--- src/rtl/shared_adder_rr_if.sv ---
// Request/result bundle for shared_adder_rr: NUM_CH operand ports in, one tagged result out.
// Handshake: a transfer happens on any cycle where valid and ready are both high at the clock
// edge; a producer holds its payload stable until that transfer and never derives valid from ready.
interface shared_adder_rr_if #(
  parameter int add_bit = 4,
  parameter int NUM_CH  = 4
);
  localparam int CH_W = (NUM_CH > 1) ? $clog2(NUM_CH) : 1;

  logic [NUM_CH-1:0]         in_valid;
  logic [NUM_CH-1:0]         in_ready;
  logic [NUM_CH*add_bit-1:0] in_a;
  logic [NUM_CH*add_bit-1:0] in_b;
  logic [NUM_CH-1:0]         in_sub;
  logic                      out_valid;
  logic                      out_ready;
  logic [add_bit-1:0]        out_sum;
  logic                      out_carry;
  logic [CH_W-1:0]           out_ch;

  modport master (
    output in_valid, in_a, in_b, in_sub, out_ready,
    input  in_ready, out_valid, out_sum, out_carry, out_ch
  );

  modport slave (
    input  in_valid, in_a, in_b, in_sub, out_ready,
    output in_ready, out_valid, out_sum, out_carry, out_ch
  );
endinterface

--- src/rtl/shared_adder_rr.sv ---
// One add/subtract unit time-shared by NUM_CH requesters under round-robin arbitration.
// The result is registered with its channel tag and drained through a valid/ready port.
module shared_adder_rr #(
  parameter  int add_bit = 4,
  parameter  int NUM_CH  = 4,
  localparam int CH_W    = (NUM_CH > 1) ? $clog2(NUM_CH) : 1
) (
  input logic              clk,
  input logic              reset,
  shared_adder_rr_if.slave bus
);

  logic [CH_W-1:0]    rr_ptr;
  logic [CH_W-1:0]    grant_idx;
  logic [CH_W-1:0]    ptr_next;
  logic               found;
  logic               slot_free;
  logic               take;
  logic [NUM_CH-1:0]  ready;
  logic [add_bit-1:0] op_a;
  logic [add_bit-1:0] op_b;
  logic               op_sub;
  logic [add_bit:0]   result;

  logic               out_valid_q;
  logic [add_bit-1:0] sum_q;
  logic               carry_q;
  logic [CH_W-1:0]    ch_q;

  assign slot_free = !out_valid_q || bus.out_ready;

  // Two passes give the wrap-around scan: first rr_ptr..NUM_CH-1, then 0..rr_ptr-1.
  always_comb begin
    found     = 1'b0;
    grant_idx = '0;
    for (int i = 0; i < NUM_CH; i++) begin
      if (!found && (i >= int'(rr_ptr)) && bus.in_valid[i]) begin
        found     = 1'b1;
        grant_idx = CH_W'(i);
      end
    end
    for (int i = 0; i < NUM_CH; i++) begin
      if (!found && (i < int'(rr_ptr)) && bus.in_valid[i]) begin
        found     = 1'b1;
        grant_idx = CH_W'(i);
      end
    end
  end

  // Reset gates the grant so no transfer is offered while state is being cleared.
  assign take = found && slot_free && !reset;

  always_comb begin
    ready  = '0;
    op_a   = '0;
    op_b   = '0;
    op_sub = 1'b0;
    for (int i = 0; i < NUM_CH; i++) begin
      if (grant_idx == CH_W'(i)) begin
        ready[i] = take;
        op_a     = bus.in_a[i*add_bit +: add_bit];
        op_b     = bus.in_b[i*add_bit +: add_bit];
        op_sub   = bus.in_sub[i];
      end
    end
  end

  // Subtraction as A + ~B + 1, so the carry out reads as "no borrow".
  assign result = {1'b0, op_a}
                + {1'b0, (op_sub ? ~op_b : op_b)}
                + {{add_bit{1'b0}}, op_sub};

  assign ptr_next = (grant_idx == CH_W'(NUM_CH - 1)) ? '0 : grant_idx + CH_W'(1);

  always_ff @(posedge clk or posedge reset) begin
    if (reset) begin
      rr_ptr      <= '0;
      out_valid_q <= 1'b0;
      sum_q       <= '0;
      carry_q     <= 1'b0;
      ch_q        <= '0;
    end else begin
      if (take) begin
        rr_ptr      <= ptr_next;
        out_valid_q <= 1'b1;
        sum_q       <= result[add_bit-1:0];
        carry_q     <= result[add_bit];
        ch_q        <= grant_idx;
      end else if (bus.out_ready) begin
        out_valid_q <= 1'b0;
      end
    end
  end

  assign bus.in_ready  = ready;
  assign bus.out_valid = out_valid_q;
  assign bus.out_sum   = sum_q;
  assign bus.out_carry = carry_q;
  assign bus.out_ch    = ch_q;

endmodule

--- src/flat_wrapper.sv ---
// flat-port wrapper written by rule: the top's interface ports become plain ports
module shared_adder_rr_flat 
#(
  parameter  int add_bit = 4,
  parameter  int NUM_CH  = 4,
  localparam int CH_W    = (NUM_CH > 1) ? $clog2(NUM_CH) : 1
)
  (clk, reset, bus_in_valid, bus_in_a, bus_in_b, bus_in_sub, bus_out_ready, bus_in_ready, bus_out_valid, bus_out_sum, bus_out_carry, bus_out_ch);
  shared_adder_rr_if #(.add_bit(add_bit), .NUM_CH(NUM_CH)) bus_i ();
  input logic clk;
  input logic reset;
  input wire logic [$bits(bus_i.in_valid)-1:0] bus_in_valid;
  input wire logic [$bits(bus_i.in_a)-1:0] bus_in_a;
  input wire logic [$bits(bus_i.in_b)-1:0] bus_in_b;
  input wire logic [$bits(bus_i.in_sub)-1:0] bus_in_sub;
  input wire logic [$bits(bus_i.out_ready)-1:0] bus_out_ready;
  output wire logic [$bits(bus_i.in_ready)-1:0] bus_in_ready;
  output wire logic [$bits(bus_i.out_valid)-1:0] bus_out_valid;
  output wire logic [$bits(bus_i.out_sum)-1:0] bus_out_sum;
  output wire logic [$bits(bus_i.out_carry)-1:0] bus_out_carry;
  output wire logic [$bits(bus_i.out_ch)-1:0] bus_out_ch;
  assign bus_i.in_valid = bus_in_valid;
  assign bus_i.in_a = bus_in_a;
  assign bus_i.in_b = bus_in_b;
  assign bus_i.in_sub = bus_in_sub;
  assign bus_i.out_ready = bus_out_ready;
  assign bus_in_ready = bus_i.in_ready;
  assign bus_out_valid = bus_i.out_valid;
  assign bus_out_sum = bus_i.out_sum;
  assign bus_out_carry = bus_i.out_carry;
  assign bus_out_ch = bus_i.out_ch;
  shared_adder_rr #(.add_bit(add_bit), .NUM_CH(NUM_CH)) u_core (.clk(clk), .reset(reset), .bus(bus_i));
endmodule
--- config.mk ---
export PLATFORM = sky130hd
export DESIGN_NAME = shared_adder_rr_flat
export DESIGN_NICKNAME = d
export VERILOG_FILES = /design/src/rtl/shared_adder_rr_if.sv /design/src/rtl/shared_adder_rr.sv /design/src/flat_wrapper.sv
export SDC_FILE = /design/constraint.sdc
export NUM_CORES = 1
export LEC_CHECK = 0
export BUFFER_PORTS_ARGS = -buffer_cell sky130_fd_sc_hd__buf_2
export CORE_MARGIN = 1.5
export CORE_UTILIZATION = 30
export CTS_CLUSTER_SIZE = 8
export DETAILED_ROUTE_END_ITERATION = 7
export PLACE_DENSITY = 0.63
export SLEW_MARGIN = 30
export SYNTH_ARGS = -nofsm -noshare
export SYNTH_HDL_FRONTEND = slang
export SYNTH_SLANG_ARGS = --single-unit
--- constraint.sdc ---
create_clock -name clk -period 3.3 [get_ports clk]
set_input_delay 0.495 -clock clk [delete_from_list [all_inputs] [get_ports clk]]
set_output_delay 0.495 -clock clk [all_outputs]
set_load 0.02 [all_outputs]
# After elaboration in Yosys (flattened, before gate mapping)
# Index checks and enable logic that the tools add are counted.
[totals]
regBits = 10
wordCells = 76
out_inout_bits = 12
[classes]
muxes = 33
n_bitwise = 1
reduce_logical = 25
magnitude_cmp = 6
n_eq_ne = 3
add_sub_neg = 3
[ops]
columns = ["op", "n"]
rows = [
  ["4-bit two-way mux", 9],
  ["1-bit two-way mux", 18],
  ["1-bit logical AND", 14],
  ["2-bit two-way mux", 6],
  ["1-bit logical NOT", 8],
  ["4-bit by 4-bit adder with 5-bit output", 1],
  ["5-bit by 1-bit adder with 5-bit output", 1],
  ["2-bit == test (second input constant)", 2],
  ["1-bit by 2-bit >= comparator with 1-bit output (first input constant)", 2],
  ["1-bit by 2-bit < comparator with 1-bit output (first input constant)", 2],
  ["4-bit NOT", 1],
  ["2-bit by 1-bit adder with 2-bit output (second input constant)", 1],
  ["2-bit by 1-bit == test with 1-bit output (second input constant)", 1],
  ["2-bit >= comparator (first input constant)", 1],
  ["2-bit logical NOT", 1],
  ["2-bit < comparator (first input constant)", 1],
  ["2-bit nonzero test", 1],
  ["1-bit logical OR", 1],
]

# Depth between registers and ports, before layout
[logic_depth]
word_depth = 35
depth_mapped = 16
ltp_nobuf = 15

# Least setup slack after synthesis
# OpenSTA, ideal clock, no wires.
[synth_path]
path_kind = "in2reg"
start = "input bus_in_valid[2]"
end = "register u_core.sum_q[3], in the netlist u_core.bus.out_sum[3]"
path_buffers = 2
setup_slack_ns = -0.138
setup_ns = 0.080
required_time_ns = 3.220
arrival_ns = 3.358
stages = 16
path_cell_list = "mux2i_1 > nor2_1 > a311oi_1 > inv_1 > ha_1 > nor2b_1 > buf_2 > a221o_1 > and2_0 > clkbuf_1 > xnor2_1 > ha_1 > a21oi_1 > and3_4 > o311ai_4 > o211ai_2"
[synth_via]
elab_chain_len = 26
word_cells_on_any_way = 44
[synth_lines]
columns = ["element", "line", "text"]
rows = [
  ["from (decl)", "flat_wrapper.sv:12", "input wire logic [$bits(bus_i.in_valid)-1:0] bus_in_valid;"],
  ["1-bit logical AND", "shared_adder_rr.sv:37", "if (!found && (i >= int'(rr_ptr)) && bus.in_valid[i]) begin"],
  ["1-bit two-way mux", "shared_adder_rr.sv:37", ""],
  ["1-bit logical NOT", "shared_adder_rr.sv:37", ""],
  ["1-bit logical AND", "shared_adder_rr.sv:37", ""],
  ["1-bit two-way mux", "shared_adder_rr.sv:37", ""],
  ["1-bit logical NOT", "shared_adder_rr.sv:43", "if (!found && (i < int'(rr_ptr)) && bus.in_valid[i]) begin"],
  ["1-bit logical AND (2 in a row)", "shared_adder_rr.sv:43", ""],
  ["1-bit two-way mux", "shared_adder_rr.sv:43", ""],
  ["[... 7 more ...]", "--", ""],
  ["2-bit two-way mux *", "shared_adder_rr.sv:43", ""],
  ["via u_core.grant_idx[0]", "shared_adder_rr.sv:14", "logic [CH_W-1:0] grant_idx;"],
  ["2-bit logical NOT", "shared_adder_rr.sv:59", "if (grant_idx == CH_W'(i)) begin"],
  ["4-bit two-way mux (4 in a row)", "shared_adder_rr.sv:59", ""],
  ["4-bit NOT", "shared_adder_rr.sv:70", "+ {1'b0, (op_sub ? ~op_b : op_b)}"],
  ["4-bit two-way mux", "shared_adder_rr.sv:70", ""],
  ["4-bit by 4-bit adder with 5-bit output", "shared_adder_rr.sv:70", ""],
  ["5-bit by 1-bit adder with 5-bit output *", "shared_adder_rr.sv:71", "+ {{add_bit{1'b0}}, op_sub};"],
  ["to (signal assigned)", "shared_adder_rr.sv:86", "sum_q <= result[add_bit-1:0];"],
  ["to (decl)", "shared_adder_rr.sv:26", "logic [add_bit-1:0] sum_q;"],
]
# The timed path passes the listed nets; every way through them passes the cells marked *.
# A chain may end at the register's enable or synchronous reset.

# Worst setup path in the final report
[layout_path]
start = "register u_core.rr_ptr[1]"
end = "register u_core.sum_q[3], in the netlist u_core.bus.out_sum[3]"
[layout_via]
elab_chain_len = 35
word_cells_on_any_way = 59
[layout_lines]
columns = ["element", "line", "text"]
rows = [
  ["from (decl)", "shared_adder_rr.sv:13", "logic [CH_W-1:0] rr_ptr;"],
  ["from (signal assigned)", "shared_adder_rr.sv:84", "rr_ptr <= ptr_next;"],
  ["1-bit by 2-bit >= comparator with 1-bit output", "shared_adder_rr.sv:37", ""],
  ["1-bit logical AND", "shared_adder_rr.sv:37", ""],
  ["1-bit two-way mux", "shared_adder_rr.sv:37", ""],
  ["1-bit logical NOT", "shared_adder_rr.sv:37", ""],
  ["1-bit logical AND (2 in a row)", "shared_adder_rr.sv:37", ""],
  ["1-bit two-way mux", "shared_adder_rr.sv:37", ""],
  ["1-bit logical NOT", "shared_adder_rr.sv:37", ""],
  ["1-bit logical AND (2 in a row)", "shared_adder_rr.sv:37", ""],
  ["[... 15 more ...]", "--", ""],
  ["2-bit two-way mux *", "shared_adder_rr.sv:43", ""],
  ["via u_core.grant_idx[0]", "shared_adder_rr.sv:14", ""],
  ["2-bit logical NOT", "shared_adder_rr.sv:59", ""],
  ["4-bit two-way mux (4 in a row)", "shared_adder_rr.sv:59", ""],
  ["4-bit NOT", "shared_adder_rr.sv:70", ""],
  ["4-bit two-way mux", "shared_adder_rr.sv:70", ""],
  ["4-bit by 4-bit adder with 5-bit output", "shared_adder_rr.sv:70", ""],
  ["5-bit by 1-bit adder with 5-bit output *", "shared_adder_rr.sv:71", ""],
]
# Marks and branches as above.

==> results.sh <==
export IMPL_htreeDepth=1
export IMPL_synthFlopType="dfrtp_1"
export IMPL_layout_commonest_cell="buf_2"
export IMPL_multiInputGateArea_um2=811
export IMPL_hold_path_class="input pin to async pin"
export IMPL_fmax_mhz=321
export IMPL_cts_tree="done"
export IMPL_clk_path_buf_depth=2
export IMPL_path_max_fanout=6
export IMPL_drt_total_wl_um=2740
export IMPL_setup_viol_count_final=0
export IMPL_hpwl_um=2280
export IMPL_drc=0
export IMPL_clk_insertion_delay_late_ns=0.26
export IMPL_stdcell_area_mm2=0.00159
export IMPL_async_reset_ff_frac=1.00
export IMPL_max_stage_delay_ns=0.42
export IMPL_viasPerCell=4.79
export IMPL_holdBufCountCts=0
export IMPL_syn_avg_cell_area_um2=8.24
export IMPL_clock_sinks=10
export IMPL_critical_path_endpoint_type="flop"
export IMPL_required_ns=3.49
export IMPL_period_share=0.944
export IMPL_antenna_found_initial=0
export IMPL_seq_area_frac_synth=0.237
export IMPL_core_area_mm2=0.00336
export IMPL_synth_nets=179
export IMPL_worst_pin_slew_ns=0.433
export IMPL_slew_violations=0
export IMPL_antenna_cells=0
export IMPL_yosys_warnings=0
export IMPL_final_antenna_net_count=0
export IMPL_area_growth_pct=50.8
export IMPL_pre_cts_slack_ns=-0.103
export IMPL_report_power_total_w=0.00136
export IMPL_synth_distinct_cells=44
export IMPL_critPathLaunchType="flop"
export IMPL_drt_pass1_iterations=4
export IMPL_critPathTopFamily="simple AND/OR/NAND/NOR gates"
export IMPL_ys_ff_latch=10
export IMPL_initial_utilization=0.314
export IMPL_grtUsageTotal=0.149
export IMPL_final_cell_mix="buf_2 (54), nand2_1 (17), buf_4 (17), a21oi_1 (9), dfrtp_1 (9)"
export IMPL_power_leakage_nw=0.792
export IMPL_netlist_instances=128
export IMPL_die_area_mm2=0.00388
export IMPL_critPathBufInv=1
export IMPL_place_gp_congestion=0.755
export IMPL_grt_max_degree=18
export IMPL_grt_pass1_wl_um=4710
export IMPL_drtIter0Drc=14
export IMPL_grt_overflow=0
export IMPL_power_density_mw_per_mm2=853
export IMPL_period_minus_slack_ns=3.11
export IMPL_grt_pass1_vias=1083
export IMPL_placed_area_mm2=0.00149
export IMPL_critPathSlowestCell="dfrtp_2"
export IMPL_path_common_cell="ha_1"
export IMPL_setup_slack_ns=0.186
export IMPL_port_buffers=54
export IMPL_io_pins=55
export IMPL_cp_arrival_ns=3.30
export IMPL_seqCellArea_um2=251
export IMPL_die_w_um=62.3
export IMPL_via_count=1160
export IMPL_peakVddDrop_uv=308
export IMPL_clkTransAtPathRegs_ns=0.06
export IMPL_hold_viol_final=0
export IMPL_outcome="finished, final reports clean"
export IMPL_nets=249
export IMPL_critical_path_class="flop to flop"
export IMPL_wl_per_cell_um=11.3
export IMPL_finalClockSkew_ns=0.00113
export IMPL_row_count=21
export IMPL_fillCellCount=374
export IMPL_layout_drive_gt1_share=0.520
export IMPL_maxCapViolCount=0
export IMPL_slew_headroom=0.711
export IMPL_syn_area_mm2=0.00105
export IMPL_die_h_um=62.3
export IMPL_clock_root_buffer="clkbuf_4"
export IMPL_worstPathCellList="mux2i_1 > nor2_1 > a311oi_2 > inv_1 > ha_1 > or2_1 > a221o_1 > and2_4 > xor2_1 > ha_1 > or3_1 > o211ai_2"
export IMPL_cts_made_buffers=3
export IMPL_rsz0062_at_grt="false"
export IMPL_synth_edf_count=0
==> where the power goes <==
group	switching, W	total [W]	internal (W)
Sequential	0.0000286	0.000200	0.000171
Clock	0.0000385	0.0000805	0.0000420
Combinational	0.000534	0.00108	0.000543
==> metrics by stage <==
stage / setup TNS (ns) / instances / util / hold slack [ns]
finish: 0 / 242 / 0.473 / 0.223
global route: 0 / 242 / 0.473 / 0.258
CTS: 0 / 241 / 0.452 / 0.237
detailed placement: -0.165 / 238 / 0.444 / 0.470
global placement: -0.110 / 238 / 0.444 / 0.469
floorplan: 0 / 128 / - / 0.357
==> synthesized netlist by cell type, drive strengths merged, types with 2 or more instances <==
| library cell | count | area share |
|---|---|---|
| dfrtp | 10 | 0.24 |
| inv | 8 | 0.028 |
| a21boi | 2 | 0.014 |
| a21o | 2 | 0.014 |
| a21oi | 11 | 0.052 |
| buf | 3 | 0.020 |
| nand2b | 4 | 0.024 |
| and2 | 4 | 0.027 |
| nand2 | 17 | 0.060 |
| xor2 | 3 | 0.025 |
| a221oi | 4 | 0.039 |
| o211ai | 2 | 0.024 |
| a22oi | 2 | 0.014 |
| nor3 | 3 | 0.014 |
| o21ai | 9 | 0.043 |
| and3 | 2 | 0.017 |
| nor2b | 4 | 0.024 |
| clkbuf | 4 | 0.014 |
| xnor2 | 3 | 0.025 |
| ha | 7 | 0.083 |
| nor2 | 5 | 0.018 |
==> logic make-up (layout without fill, tap and decap cells) <==
logic type	after synthesis	after routing	synth area share
simple gates	45	45	0.224
compound gates	43	43	0.314
buf+inv	15	83	0.0629
flops	10	10	0.237
fa+ha+maj	8	8	0.102
xor+xnor	6	6	0.0498
mux	1	1	0.00949
==> flip-flops by register name (all words and copies together) (netlist names) <==
signal,count
u_core.bus.out_sum,4
u_core.rr_ptr,2
u_core.bus.out_carry,1
u_core.bus.out_valid,1
u_core.bus.out_ch,2
==> cell type report <==
class / instances / share of cell area
clock buffer: 3 / 0.0142
inverter: 8 / 0.0189
multi-input combinational: 103 / 0.510
sequential: 10 / 0.158
tap: 46 / 0.0362
timing repair buffer: 72 / 0.263
==> layer usage <==
metal / wire length [um] / track usage / part of all wire / vias up
met4: 51 / 0.0750 / 0.019 / 0
met3: 165 / 0.0163 / 0.060 / 4
li1: - / - / - / 598
met2: 1200 / 0.223 / 0.44 / 53
met1: 1320 / 0.212 / 0.48 / 505
met5: 0 / 0 / 0 / -
==> timing repair <==
action / CTS / global route
resized for setup: 1 / 19
endpoints found under the setup margin: 1 / 4
buffers inserted: 0 / 1
pin swaps: 0 / 4
==> worst paths after layout <==
path                                                   from                           endpoint  slack (ns)  depth (start not counted)
max in group asynchronous                             reset       u_core.rr_ptr[1]$_DFFE_PP0P_        2.75                          2
setup reg to reg               u_core.rr_ptr[1]$_DFFE_PP0P_  u_core.bus.out_sum[3]$_DFFE_PP0P_        0.19                         12
hold reg to reg            u_core.bus.out_ch[0]$_DFFE_PP0P_   u_core.bus.out_ch[0]$_DFFE_PP0P_        0.47                          2
setup / recovery               u_core.rr_ptr[1]$_DFFE_PP0P_  u_core.bus.out_sum[3]$_DFFE_PP0P_        0.19                         12
hold / removal                                        reset  u_core.bus.out_sum[0]$_DFFE_PP0P_        0.22                          2
min in group clk           u_core.bus.out_ch[0]$_DFFE_PP0P_   u_core.bus.out_ch[0]$_DFFE_PP0P_        0.47                          2
(Power assumes the default switching activity.)
